**config.mk**
```make
export PLATFORM = sky130hd
export DESIGN_NAME = logic_gate_pipe
export DESIGN_NICKNAME = d
export VERILOG_FILES = /design/src/rtl/logic_gate_pipe.sv
export SDC_FILE = /design/constraint.sdc
export NUM_CORES = 1
export LEC_CHECK = 0
export ABC_AREA = 1
export CORE_ASPECT_RATIO = 0.75
export CORE_MARGIN = 8
export CORE_UTILIZATION = 35
export DETAILED_ROUTE_END_ITERATION = 12
export GPL_TIMING_DRIVEN = 0
export PLACE_DENSITY = 0.6
export SLEW_MARGIN = 5
export SYNTH_ARGS = -nofsm -noshare
export SYNTH_HDL_FRONTEND = slang
export SYNTH_SLANG_ARGS = --single-unit
```
**constraint.sdc**
```tcl
create_clock -name CLK -period 1.33 [get_ports CLK]
set_input_delay 0.133 -clock CLK [delete_from_list [all_inputs] [get_ports CLK]]
set_output_delay 0.133 -clock CLK [all_outputs]
set_load 0.005 [all_outputs]
```
**src/rtl/logic_gate_pipe.sv**
```systemverilog
// Registered bitwise logic unit with valid/ready handshake and a DEPTH-entry result FIFO.
// Optional feature macro GATE_STATS_EN adds a saturating OP_COUNT accept counter port.
module logic_gate_pipe #(
    parameter int WIDTH = 8,
    parameter int DEPTH = 2
) (
    input  logic             CLK,
    input  logic             RST_N,
    input  logic             IN_VALID,
    output logic             IN_READY,
    input  logic [2:0]       OP,
    input  logic [WIDTH-1:0] A,
    input  logic [WIDTH-1:0] B,
    output logic             OUT_VALID,
    input  logic             OUT_READY,
    output logic [WIDTH-1:0] Y,
    output logic             ZERO
`ifdef GATE_STATS_EN
    ,
    output logic [15:0]      OP_COUNT
`endif
);

    localparam int AW = $clog2(DEPTH);
    localparam int CW = $clog2(DEPTH) + 1;

    typedef enum logic [2:0] {
        OP_AND  = 3'b000,
        OP_OR   = 3'b001,
        OP_XOR  = 3'b010,
        OP_NAND = 3'b011,
        OP_NOR  = 3'b100,
        OP_XNOR = 3'b101,
        OP_NOTA = 3'b110,
        OP_PASS = 3'b111
    } op_e;

    logic [WIDTH-1:0] y_mem [DEPTH];
    logic             z_mem [DEPTH];
    logic [AW-1:0]    wr_ptr;
    logic [AW-1:0]    rd_ptr;
    logic [CW-1:0]    count;
    logic [WIDTH-1:0] result;
    logic             push;
    logic             pop;

    always_comb begin
        result = '0;
        case (op_e'(OP))
            OP_AND:  result = A & B;
            OP_OR:   result = A | B;
            OP_XOR:  result = A ^ B;
            OP_NAND: result = ~(A & B);
            OP_NOR:  result = ~(A | B);
            OP_XNOR: result = ~(A ^ B);
            OP_NOTA: result = ~A;
            OP_PASS: result = A;
            default: result = '0;
        endcase
    end

    // Ready depends on registered count only, so a pop cannot make room for a push in the same cycle.
    assign IN_READY  = (count != CW'(DEPTH));
    assign OUT_VALID = (count != '0);
    assign push      = IN_VALID & IN_READY;
    assign pop       = OUT_VALID & OUT_READY;
    assign Y         = OUT_VALID ? y_mem[rd_ptr] : '0;
    assign ZERO      = OUT_VALID ? z_mem[rd_ptr] : 1'b0;

    always_ff @(posedge CLK or negedge RST_N) begin
        if (!RST_N) begin
            count  <= '0;
            wr_ptr <= '0;
            rd_ptr <= '0;
            for (int unsigned i = 0; i < DEPTH; i++) begin
                y_mem[i] <= '0;
                z_mem[i] <= 1'b0;
            end
        end else begin
            if (push) begin
                y_mem[wr_ptr] <= result;
                z_mem[wr_ptr] <= (result == '0);
                wr_ptr        <= wr_ptr + AW'(1);
            end
            if (pop) begin
                rd_ptr <= rd_ptr + AW'(1);
            end
            case ({push, pop})
                2'b10:   count <= count + CW'(1);
                2'b01:   count <= count - CW'(1);
                default: count <= count;
            endcase
        end
    end

`ifdef GATE_STATS_EN
    always_ff @(posedge CLK or negedge RST_N) begin
        if (!RST_N) begin
            OP_COUNT <= '0;
        end else if (push && (OP_COUNT != 16'hFFFF)) begin
            OP_COUNT <= OP_COUNT + 16'd1;
        end
    end
`endif

endmodule

```
==> run_results.csv <==
group,metric,value,unit
setup_path,crit_buf_inv,4,
floorplan,fp.dieH,82.6,um
timing,setup_tns,-2.92,ns
synth,syn_inst,301,
setup_path,crit_path_end_kind,"output pin",
route,antenna_left,0,
placement,placed_cell_area,2480,um^2
placement,io_buffers,30,
route,via_count,2154,
clock_network,clock-sinks,22,
clock_network,clock_path_buffers,2,
timing,fmax,0.669,GHz
clock_network,insertion_delay,0.26,ns
power,ir_drop,0.677,mV
power,p_seq_frac,0.265,
setup_path,critPathMaxFanout,3,
cells_and_area,layout.cells.non_filler,439,
synth,yosysSeqAreaShare,0.266,
global_route,grt_usage,0.138,
power,swShare,0.409,
synth,ys_seq_elements,22,
clock_network,cts_tree,"done",
global_route,antenna_found_initial,0,
power,leakagePower,1.53,nW
power,clkPwrFrac,0.093,
clock_network,ctsHtreeMaxLevel,1,
cells_and_area,antenna_cells,0,
setup_path,r2r_slack,-0.14,ns
timing,fin_worst_skew,0.00167,ns
route,drc,0,
placement,gp_congestion,0.796,
floorplan,start_util,0.359,
setup_path,crit_end,"Y[1]",
setup_path,arrival,1.36,ns
power,p_switching,1.78,mW
global_route,grt_max_degree,23,
route,viasPerCell,4.91,
floorplan,coreArea,5770,um^2
job,maxCapViolCount,0,
setup_path,critical_path.most_common_cell,"buf_6",
route,dr.pass1.iters,4,
timing,slew_headroom,0.297,
timing,rsz0062_at_grt,"yes",
cells_and_area,design_area,2930,um^2
setup_path,slowest_delay,0.40,ns
setup_path,critPathKind,"flip-flop to output pin",
floorplan,ios,34,
setup_path,r2r-start,"count[0]$_DFFE_PN0P_",
route,first_iter_violations,153,
cells_and_area,final_layout_size_suffix_gt1_frac,0.324,
timing,setup_viol,31,
timing,finalCritPeriodShare,1.12,
cells_and_area,area_delta_synth_final,41.7,%
setup_path,startpoint_type,"flip-flop",
route,drt-total-wl,6.37,mm
timing,worst_pin_slew,1.05,ns
placement,dpl.hpwl,3.93,mm
floorplan,die_width,105,um
setup_path,worstRegToRegCells,9,
timing,slew_viol_final,0,
setup_path,critPathTopFamily,"buffers and inverters",
placement,placedCellCount,409,
synth,synth_nets,341,
global_route,grt_overflow,0,
min_path,min_path_type,"input pin to asynchronous set/reset pin",
run_status,violations,"setup timing",
global_route,grt_pass1_wl,9.85,mm
synth,synth_area,2070,um^2
synth,synth_cell_types,27,
floorplan,rows,24,
setup_path,slowest_stage,"dfrtp_1",
route,wl_per_cell,14.5,um
timing,min_period,1.49,ns
setup_path,cp.required,1.20,ns
floorplan,dieArea,8650,um^2
power,pwr_density_cell,1490,nW/um^2
clock_network,path_clk_slew,0.07,ns
synth,synth_top_cell_area_share,0.266,
cells_and_area,nNetsFinal,403,
power,p_comb_frac,0.642,
timing,fin_ws,-0.164,ns
synth,yosys.area.top_type,"dfrtp_1",
synth,yosys_warnings,0,
setup_path,startpoint,"count[0]$_DFFE_PN0P_",
global_route,grt_pass1_vias,2015,
timing,hold_viol,0,
clock_network,cts_buffers,3,
synth,syn_area_per_cell,6.87,um^2
setup_path,r2r_end,"count[1]$_DFFE_PN0P_",
setup_path,path_cells,"nor2_2 -> clkbuf_8 -> buf_6 -> buf_6 -> a21oi_2 -> buf_2",
setup_path,path_depth,6,
clock_network,cts_root_buf,"clkbuf_8",
synth,synth_area_leaders,"dfrtp_1 (27%), nand2_1 (18%), ha_1 (10%)",
power,intPower,2.58,mW
run_status,status,"finished with violations",
## routing by layer
metal	part of all wire	routed length (um)	GRT usage
met4	0.0030	19	0.0170
met5	0	0	0
met2	0.47	2980	0.224
met1	0.47	2990	0.194
met3	0.060	381	0.0240
## layout by cell type (no fill, tap or decap), types with 2 or more instances in the layout
master	synthesis	layout
o21ai_0	19	5
buf_4	0	15
nand2_2	5	12
nor2_8	2	2
nand2_1	100	91
nor2_2	2	2
nand2_4	1	3
clkdlybuf4s50_1	0	2
inv_1	37	26
dlygate4sd2_1	0	13
xnor2_1	2	2
ha_1	17	10
dfrtp_1	22	21
inv_4	1	4
o21ai_1	0	14
nand3_2	2	2
nand3b_2	2	2
buf_6	5	17
nor2_1	20	16
a21oi_2	0	9
ha_4	0	7
nand4_1	15	15
clkbuf_8	0	4
mux2i_1	5	5
nand3b_1	7	7
nor2_4	1	5
inv_2	0	8
buf_2	5	13
clkbuf_2	0	4
nand3_1	14	14
buf_8	1	3
## area by class of cell
class	instances	area, um^2
multi-input cells	225	1450
well taps	78	97.6
repair buffers	57	478
plain buffers	13	141
flip-flops and latches	22	552
fillers	579	2830
clock buffers	3	41.3
inverters	41	176
## how the worst min path moves through the flow
stage	cells after the start	endpoint	slack (ns)
2_1_floorplan	0	count[0]$_DFFE_PN0P_	-0.16
3_3_place_gp	2	z_mem[1]$_DFFE_PN0P_	0.47
3_5_place_dp	2	z_mem[1]$_DFFE_PN0P_	0.47
4_1_cts	7	y_mem[5]$_DFFE_PN0P_	0.45
5_1_grt	1	y_mem[1]$_DFFE_PN0P_	0.14
6_report	1	y_mem[1]$_DFFE_PN0P_	0.05
## synth_stat cells
| cell | instances |
|---|---|
| nand2_1 | 100 |
| inv_1 | 37 |
| dfrtp_1 | 22 |
| nor2_1 | 20 |
| o21ai_0 | 19 |
| ha_1 | 17 |
| nand4_1 | 15 |
| nand3_1 | 14 |
| a21oi_1 | 10 |
| nand3b_1 | 7 |
| buf_2 | 5 |
| buf_6 | 5 |
| mux2i_1 | 5 |
| nand2_2 | 5 |
| clkbuf_1 | 2 |
| clkinv_1 | 2 |
| nand3_2 | 2 |
| nand3b_2 | 2 |
| nor2_2 | 2 |
| nor2_8 | 2 |
| xnor2_1 | 2 |
| buf_8 | 1 |
| inv_4 | 1 |
| inv_8 | 1 |
| nand2_4 | 1 |
| nor2_4 | 1 |
| xor2_1 | 1 |
## state kept, by name, summed over array words and instances, names as in the netlist
name / flops
z_mem: 2
y_mem: 16
rd_ptr: 1
wr_ptr: 1
count: 2
## repair_timing
item | in CTS | in global routing
pin swaps | 16 | 5
cloned | 0 | 2
hold buffers | 0 | 0
buffers inserted | 21 | 4
gates resized for setup | 127 | 30
endpoints found under the setup margin | 31 | 31
## power groups by stage
stage	clock [mW]	combinational, mW	sequential (mW)
floorplan	0	1.02	1.09
global placement	0	1.73	1.12
detailed placement	0	1.75	1.13
CTS	0.418	2.47	1.13
global route	0.444	3.05	1.19
finish	0.407	2.80	1.16
## through the flow
stage          hold slack (ns)  power [mW]  utilization  setup slack (ns)
2_1_floorplan           -0.163        2.12            -           0.00915
3_3_place_gp             0.467        2.85        0.430            -0.535
3_5_place_dp             0.466        2.88        0.430            -0.565
4_1_cts                  0.450        4.02        0.492            -0.135
5_1_grt                  0.137        4.68        0.508            -0.214
6_report                0.0511        4.36        0.508            -0.164
## logic make-up after synthesis
kind of cell | share of synthesized area
multiplexers | 0.0242
AO/OA/AOI/OAI | 0.0702
adder cells (fa/ha/maj) | 0.103
AND/OR/NAND/NOR | 0.394
flip-flops | 0.266
XOR/XNOR | 0.0127
buffers and inverters | 0.129
No activity file was read; power rests on OpenSTA's default activity.
